[src/rtl/nyakuo_pkg.sv]
// nyakuo_pkg: shared types and constants for the nyakuo RV32I core.
//   instruction : decoded operation enum (ILLEGAL encodes as 0)
//   decoded_t   : {inst, operand_a, operand_b, rd} bundle from decode to execute
//   OP_*        : major opcodes handled by the decode stage
package nyakuo_pkg;

  localparam int XLEN  = 32;
  localparam int NREGS = 32;

  localparam logic [6:0] OP_REG = 7'b0110011;
  localparam logic [6:0] OP_IMM = 7'b0010011;
  localparam logic [6:0] OP_LUI = 7'b0110111;

  // funct7 values that select the base and alternate (SUB/SRA) variants
  localparam logic [6:0] F7_BASE = 7'b0000000;
  localparam logic [6:0] F7_ALT  = 7'b0100000;

  typedef enum logic [4:0] {
    ILLEGAL = 5'd0,
    ADD, SUB, SLL, SLT, SLTU, XOR, SRL, SRA, OR, AND,
    ADDI, SLTI, SLTIU, XORI, ORI, ANDI, SLLI, SRLI, SRAI,
    LUI
  } instruction;

  typedef struct packed {
    instruction        inst;
    logic [XLEN-1:0]   operand_a;
    logic [XLEN-1:0]   operand_b;
    logic [4:0]        rd;
  } decoded_t;

  localparam decoded_t DECODED_NONE = '{inst: ILLEGAL, operand_a: '0, operand_b: '0, rd: '0};

  // I-type immediate, sign-extended to XLEN
  function automatic logic [XLEN-1:0] imm_i(input logic [31:0] instr);
    return {{20{instr[31]}}, instr[31:20]};
  endfunction

endpackage

[src/rtl/regfile.sv]
// regfile: 32x32 integer register file.
//   clk_i, rst_i            : clock, asynchronous active-high reset (clears all entries)
//   we_i, waddr_i, wdata_i  : synchronous write port; writes to x0 are dropped
//   raddr_a_i / rdata_a_o   : asynchronous read port A
//   raddr_b_i / rdata_b_o   : asynchronous read port B
// A read of the register being written in the same cycle returns wdata_i.
module regfile
  import nyakuo_pkg::*;
(
  input  logic            clk_i,
  input  logic            rst_i,
  input  logic            we_i,
  input  logic [4:0]      waddr_i,
  input  logic [XLEN-1:0] wdata_i,
  input  logic [4:0]      raddr_a_i,
  input  logic [4:0]      raddr_b_i,
  output logic [XLEN-1:0] rdata_a_o,
  output logic [XLEN-1:0] rdata_b_o
);

  logic [XLEN-1:0] mem_q [NREGS];
  logic [XLEN-1:0] mem_d [NREGS];

  always_comb begin
    // NOTE: start from the current contents so every path assigns mem_d; a missing default would infer a latch.
    mem_d = mem_q;
    if (we_i && (waddr_i != 5'd0)) begin
      mem_d[waddr_i] = wdata_i;
    end
  end

  // NOTE: the array is reset as a whole because the core relies on every register reading 0 out of reset;
  // this forces flops rather than a RAM macro, which is acceptable at 32 entries.
  always_ff @(posedge clk_i or posedge rst_i) begin
    if (rst_i) begin
      for (int i = 0; i < NREGS; i++) begin
        mem_q[i] <= '0;
      end
    end else begin
      // NOTE: state is updated with <= so all flops sample their _d values at the same edge.
      mem_q <= mem_d;
    end
  end

  always_comb begin
    rdata_a_o = '0;
    if (raddr_a_i != 5'd0) begin
      rdata_a_o = (we_i && (waddr_i == raddr_a_i)) ? wdata_i : mem_q[raddr_a_i];
    end
  end

  always_comb begin
    rdata_b_o = '0;
    if (raddr_b_i != 5'd0) begin
      rdata_b_o = (we_i && (waddr_i == raddr_b_i)) ? wdata_i : mem_q[raddr_b_i];
    end
  end

endmodule

[src/rtl/decode_stage.sv]
// decode_stage: RV32I decode for the nyakuo core (R-type ALU, I-type ALU, LUI).
//   clk_i, rst_i                  : clock, asynchronous active-high reset
//   instr_valid_i/instr_ready_o   : fetch handshake for instr_i
//   instr_i                       : raw instruction word
//   wb_en_i, wb_rd_i, wb_data_i   : register write-back, bypassed into operand reads
//   valid_o/ready_i               : registered handshake toward execute
//   inst_o, operand_a_o, operand_b_o, rd_o : decoded bundle
module decode_stage
  import nyakuo_pkg::*;
(
  input  logic            clk_i,
  input  logic            rst_i,
  input  logic            instr_valid_i,
  output logic            instr_ready_o,
  input  logic [31:0]     instr_i,
  input  logic            wb_en_i,
  input  logic [4:0]      wb_rd_i,
  input  logic [XLEN-1:0] wb_data_i,
  output logic            valid_o,
  input  logic            ready_i,
  output instruction      inst_o,
  output logic [XLEN-1:0] operand_a_o,
  output logic [XLEN-1:0] operand_b_o,
  output logic [4:0]      rd_o
);

  logic [6:0] opcode;
  logic [2:0] funct3;
  logic [6:0] funct7;
  logic [4:0] rs1, rs2, rd;
  logic [XLEN-1:0] rs1_val, rs2_val;

  assign opcode = instr_i[6:0];
  assign rd     = instr_i[11:7];
  assign funct3 = instr_i[14:12];
  assign rs1    = instr_i[19:15];
  assign rs2    = instr_i[24:20];
  assign funct7 = instr_i[31:25];

  regfile u_regfile (
    .clk_i     (clk_i),
    .rst_i     (rst_i),
    .we_i      (wb_en_i),
    .waddr_i   (wb_rd_i),
    .wdata_i   (wb_data_i),
    .raddr_a_i (rs1),
    .raddr_b_i (rs2),
    .rdata_a_o (rs1_val),
    .rdata_b_o (rs2_val)
  );

  decoded_t dec;

  always_comb begin
    dec = DECODED_NONE;
    case (opcode)
      OP_REG: begin
        dec.operand_a = rs1_val;
        dec.operand_b = rs2_val;
        dec.rd        = rd;
        if (funct7 == F7_BASE) begin
          case (funct3)
            3'b000:  dec.inst = ADD;
            3'b001:  dec.inst = SLL;
            3'b010:  dec.inst = SLT;
            3'b011:  dec.inst = SLTU;
            3'b100:  dec.inst = XOR;
            3'b101:  dec.inst = SRL;
            3'b110:  dec.inst = OR;
            default: dec.inst = AND;
          endcase
        end else if (funct7 == F7_ALT) begin
          case (funct3)
            3'b000:  dec.inst = SUB;
            3'b101:  dec.inst = SRA;
            default: dec.inst = ILLEGAL;
          endcase
        end
      end
      OP_IMM: begin
        dec.operand_a = rs1_val;
        dec.operand_b = imm_i(instr_i);
        dec.rd        = rd;
        case (funct3)
          3'b000: dec.inst = ADDI;
          3'b010: dec.inst = SLTI;
          3'b011: dec.inst = SLTIU;
          3'b100: dec.inst = XORI;
          3'b110: dec.inst = ORI;
          3'b111: dec.inst = ANDI;
          3'b001: begin
            dec.operand_b = {27'b0, rs2};
            if (funct7 == F7_BASE) dec.inst = SLLI;
          end
          default: begin
            dec.operand_b = {27'b0, rs2};
            if (funct7 == F7_BASE)     dec.inst = SRLI;
            else if (funct7 == F7_ALT) dec.inst = SRAI;
          end
        endcase
      end
      OP_LUI: begin
        dec.inst      = LUI;
        dec.operand_b = {instr_i[31:12], 12'b0};
        dec.rd        = rd;
      end
      default: dec = DECODED_NONE;
    endcase
    // Any unrecognised encoding leaves ILLEGAL; zero the rest of the bundle so execute sees a clean no-op.
    if (dec.inst == ILLEGAL) dec = DECODED_NONE;
  end

  logic     valid_q, valid_d;
  decoded_t bundle_q, bundle_d;
  logic     accept;

  assign instr_ready_o = !valid_q || ready_i;
  assign accept        = instr_valid_i && instr_ready_o;

  always_comb begin
    valid_d  = valid_q;
    bundle_d = bundle_q;
    if (accept) begin
      valid_d  = 1'b1;
      bundle_d = dec;
    end else if (ready_i) begin
      valid_d = 1'b0;
    end
  end

  always_ff @(posedge clk_i or posedge rst_i) begin
    if (rst_i) begin
      valid_q  <= 1'b0;
      bundle_q <= DECODED_NONE;
    end else begin
      valid_q  <= valid_d;
      bundle_q <= bundle_d;
    end
  end

  assign valid_o     = valid_q;
  assign inst_o      = bundle_q.inst;
  assign operand_a_o = bundle_q.operand_a;
  assign operand_b_o = bundle_q.operand_b;
  assign rd_o        = bundle_q.rd;

endmodule

[config.mk]
export PLATFORM = sky130hd
export DESIGN_NAME = decode_stage
export DESIGN_NICKNAME = d
export VERILOG_FILES = /design/src/rtl/nyakuo_pkg.sv /design/src/rtl/regfile.sv /design/src/rtl/decode_stage.sv
export SDC_FILE = /design/constraint.sdc
export NUM_CORES = 2
export LEC_CHECK = 0
export BUFFER_PORTS_ARGS = -buffer_cell sky130_fd_sc_hd__clkbuf_2
export CAP_MARGIN = 20
export CORE_MARGIN = 2
export CORE_UTILIZATION = 65
export CTS_CLUSTER_SIZE = 25
export DETAILED_ROUTE_END_ITERATION = 8
export PLACE_DENSITY = 0.82
export SYNTH_ARGS = -nofsm -noshare
export SYNTH_HDL_FRONTEND = slang
export SYNTH_SLANG_ARGS = --single-unit
[constraint.sdc]
create_clock -name clk_i -period 60.5 [get_ports clk_i]
set_input_delay 9.075 -clock clk_i [delete_from_list [all_inputs] [get_ports clk_i]]
set_output_delay 9.075 -clock clk_i [all_outputs]
set_load 0.005 [all_outputs]
==> out/results.txt <==
In the post-synthesis netlist, the biggest area contributors are sky130_fd_sc_hd__dfrtp_1 47%, sky130_fd_sc_hd__mux2_2 19%, sky130_fd_sc_hd__mux4_2 19%. For this run, the detailed router's first-pass iteration total came to 6. The share of final-layout standard cells stronger than drive strength 1 works out to 0.496. After clock tree synthesis, the clock-pin slew on the worst setup and hold paths is 0.06 ns.

The tree built by TritonCTS fans out to 1,099 sinks. The tools report the flop-to-flop setup slack as 58.08 ns. The highest net fanout along the worst path is 4. Dividing the detail-routed via count by the number of cells gives 7.68. After layout, the design draws a total of 0.00215 W.

The logs give 0 for the count of hold-fix buffers inserted at cts and 77 for the unique cell type count in the Yosys netlist. The total of flip-flops plus latches after synthesis is 1,099, and the number of buffers inserted during clock tree synthesis is 114. The number of cell instances on the worst register-to-register path works out to 6.

After clock tree synthesis, the setup repair step added 0 buffers. Share of async-settable or async-resettable flops after synthesis: 1.00. Path category of the worst min-delay check: reg2reg.

Summed over all layers, the global routing overflow is 0. The number of cells upsized or downsized after cts is 0. Total number of placement rows: 109. The tools report the final-report max-slew violation count as 0. For the number of antenna violations at the first check in global routing, the log shows 17. Counting instances, the worst hold path has a depth of 0.

The maximum ir drop on the vdd rail was 0.0270 mV; the height of the chip was 304 um. TritonCTS built the clock tree. The number of nets handed over by synthesis was 4,162.

Pin placement for this block handled 150 I/O pins. The H-tree depth was 3; the final clock period utilization by the worst path was 0.307. For the tightest slew margin relative to the limit, the log shows 0.147. For the total of max-cap violations, the log shows 0. The tree is rooted in a sky130_fd_sc_hd__clkbuf_16.

Each instance of the synthesized netlist takes up on average 14.3 um2. Setup violations remaining at the end of the flow were counted as 0. Summing every instance area after synthesis gives 58,300 um2. The path with the worst hold slack has its endpoint at u_regfile.mem_q[1014]$_DFFE_PP0P_. The tools report the clock latency on the worst-skew pair as 0.70 ns. The startpoint of the worst-slack reg-to-reg timing path is valid_o$_DFFE_PP0P_. Dividing the detail-routed wire length by the instance count gives 34.9 um. The required time of the critical path is 51.43 ns, and the clock period minus worst slack is 18.57 ns. For the number of standard cells after synthesis, the log shows 4,084. For this run, the leading register cell type out of synthesis is sky130_fd_sc_hd__dfrtp_1. The logs give 40,242 for the routed via count and 0.888 for the routability congestion estimate from global placement. The path type of the worst setup path is in2out. The area share of the largest cell type after synthesis works out to 0.471. The area of the core is 88,600 um2. The cell leakage power came out at 27.8 nW. Among all cell types in the netlist, the one instantiated most often is sky130_fd_sc_hd__dfrtp_1. Counting instances in the post-synthesis netlist gives the leading cell types as 1,099 x sky130_fd_sc_hd__dfrtp_1, 993 x sky130_fd_sc_hd__mux2_2, 496 x sky130_fd_sc_hd__mux4_2, 327 x sky130_fd_sc_hd__clkbuf_1, 224 x sky130_fd_sc_hd__nand2_1. The nature of the critical path endpoint is an output pin.

In this run the remaining antenna-violating nets after routing total 0. The worst hold path begins at u_regfile.mem_q[1014]$_DFFE_PP0P_. The run gives 92,200 um2 as the die area. For this run, design rule violations remaining after detail routing come to 0.

The number of DRC markers after the initial detailed-route iteration is 5,420. The run gives 0 ns as the final setup TNS. The effective utilization at floorplan is 0.658, and the count of flip-flops with a built-in enable after synthesis is 0. The tools report the via count of the first global-routing pass as 40,963. The run gives 270 mm as the global-route wire length before repair.

Yosys printed 0 warnings. For the pin with the worst max-slew slack, the measured transition is 1.27 ns. The die is 304 um wide. Between clock sinks in the finished design, the worst skew comes to 0.0287 ns. The number of failing hold endpoints at the final stage came out at 0.

The run gives 0.405 as the global-route usage over all layers. The run finished with clean final reports. The tools report the endpoint of the most critical register-to-register path as operand_a_o[6]$_DFFE_PP0P_. The portion of the post-synthesis area used by sequential elements is 0.471. Power spread over the standard cell area amounts to 33.7 nW/um2.

Based on the critical path, the design can be clocked at up to 53.9 MHz. Number of filler cells placed in the layout: 5,626. At the worst endpoint, the arrival time is 9.49 ns.

The area added between synthesis and finish was 9.25%. The final wirelength is 183 mm, and the final net count is 4,054. In this run the tool buffered the top-level ports with 149 buffer cells. Setup repair after global routing left no endpoint under its margin. Entering global routing, the biggest net connects 189 pins.

The worst setup path is launched from a primary input. The biggest area contributor in the post-synthesis netlist is sky130_fd_sc_hd__dfrtp_1. The clock passes through at most 3 buffers. Once detailed placement completed, the half-perimeter wirelength came to 100 mm.
[cell type report]
type | instances | area, um2 | area share
multi-input cells | 2514 | 29100 | 0.456
inverters | 8 | 42.5 | 0.000668
clock buffers | 153 | 3240 | 0.0508
flip-flops and latches | 1099 | 27500 | 0.432
clock inverters | 57 | 845 | 0.0133
diodes | 3 | 7.51 | 0.000118
well taps | 1165 | 1460 | 0.0229
repair buffers | 239 | 1560 | 0.0244
[cells in the final DEF (no fill, tap or decap), drive strengths merged, types with 6 or more instances in the layout]
cell        n
a22oi      59
mux2i      81
nor4        8
a311o      17
nand2b     17
a21oi      22
a2111oi     9
nor3       63
a221oi      9
nand3b      6
a21o        7
o21ai      87
inv        15
nor3b       6
nor2       68
xor2        9
clkbuf    295
a22o       18
mux2      993
nand2     224
a211o      24
bufinv     20
and3        6
buf        96
o22ai      55
a31oi      47
nand3      30
a211oi     26
mux4      496
clkinv     26
nor2b      26
dfrtp    1099
and2       20
[flip-flops by register name (all words and copies together), names as in the netlist]
| register | cells |
|---|---|
| inst_o | 5 |
| operand_a_o | 32 |
| operand_b_o | 32 |
| rd_o | 5 |
| u_regfile.mem_q | 1024 |
| valid_o | 1 |
[power breakdown]
part / switching [W] / internal, W / total, W
Clock: 0.000309 / 0.000460 / 0.000769
Combinational: 0.000167 / 0.000241 / 0.000408
Sequential: 0.000101 / 0.000867 / 0.000968
[worst max-delay path, stage by stage]
cell and delay, ns:
sky130_fd_sc_hd__clkbuf_2 0.07, sky130_fd_sc_hd__nand2b_1 0.20, sky130_fd_sc_hd__clkbuf_2 0.15
[metal layers]
| metal | up-vias | part of all wire | GRT usage | wire length [um] |
|---|---|---|---|---|
| met1 | 21042 | 0.36 | 0.546 | 65600 |
| met5 | - | 0.0011 | 0 | 195 |
| met2 | 3030 | 0.44 | 0.583 | 80700 |
| li1 | 15424 | - | - | - |
| met3 | 726 | 0.14 | 0.147 | 25700 |
| met4 | 20 | 0.060 | 0.212 | 10900 |
[how the worst max path moves through the flow]
| stage | start | end |
|---|---|---|
| 6_report | ready_i | instr_ready_o |
| 5_1_grt | ready_i | instr_ready_o |
| 4_1_cts | ready_i | instr_ready_o |
| 3_5_place_dp | ready_i | instr_ready_o |
| 3_3_place_gp | ready_i | instr_ready_o |
| 2_1_floorplan | rst_i | inst_o[0]$_DFFE_PP0P_ |
[cell families after synthesis]
kind of cell	after synthesis	share of synthesized area
AOI/OAI and AO/OA	435	0.0532
xor gates and xnor gates	11	0.00165
adders and majority gates	4	0.000858
buffers and inverters	471	0.0336
DFF	1099	0.471
muxes	1570	0.397
and+or+nand+nor	494	0.0422
[per-stage QoR]
step / instances / util / worst slack [ns] / hold slack, ns / area, um2
4_1_cts: 5233 / 0.718 / 41.93 / 0.396 / 63700
3_5_place_dp: 5023 / 0.672 / 41.93 / 0.383 / 59600
6_report: 5238 / 0.719 / 41.93 / 0.396 / 63700
3_3_place_gp: 5023 / 0.672 / 41.93 / 0.376 / 59600
5_1_grt: 5236 / 0.719 / 41.88 / 0.411 / 63700
2_1_floorplan: 4084 / - / 20.48 / 0.441 / 58300
No activity file was read; power rests on OpenSTA's default activity.
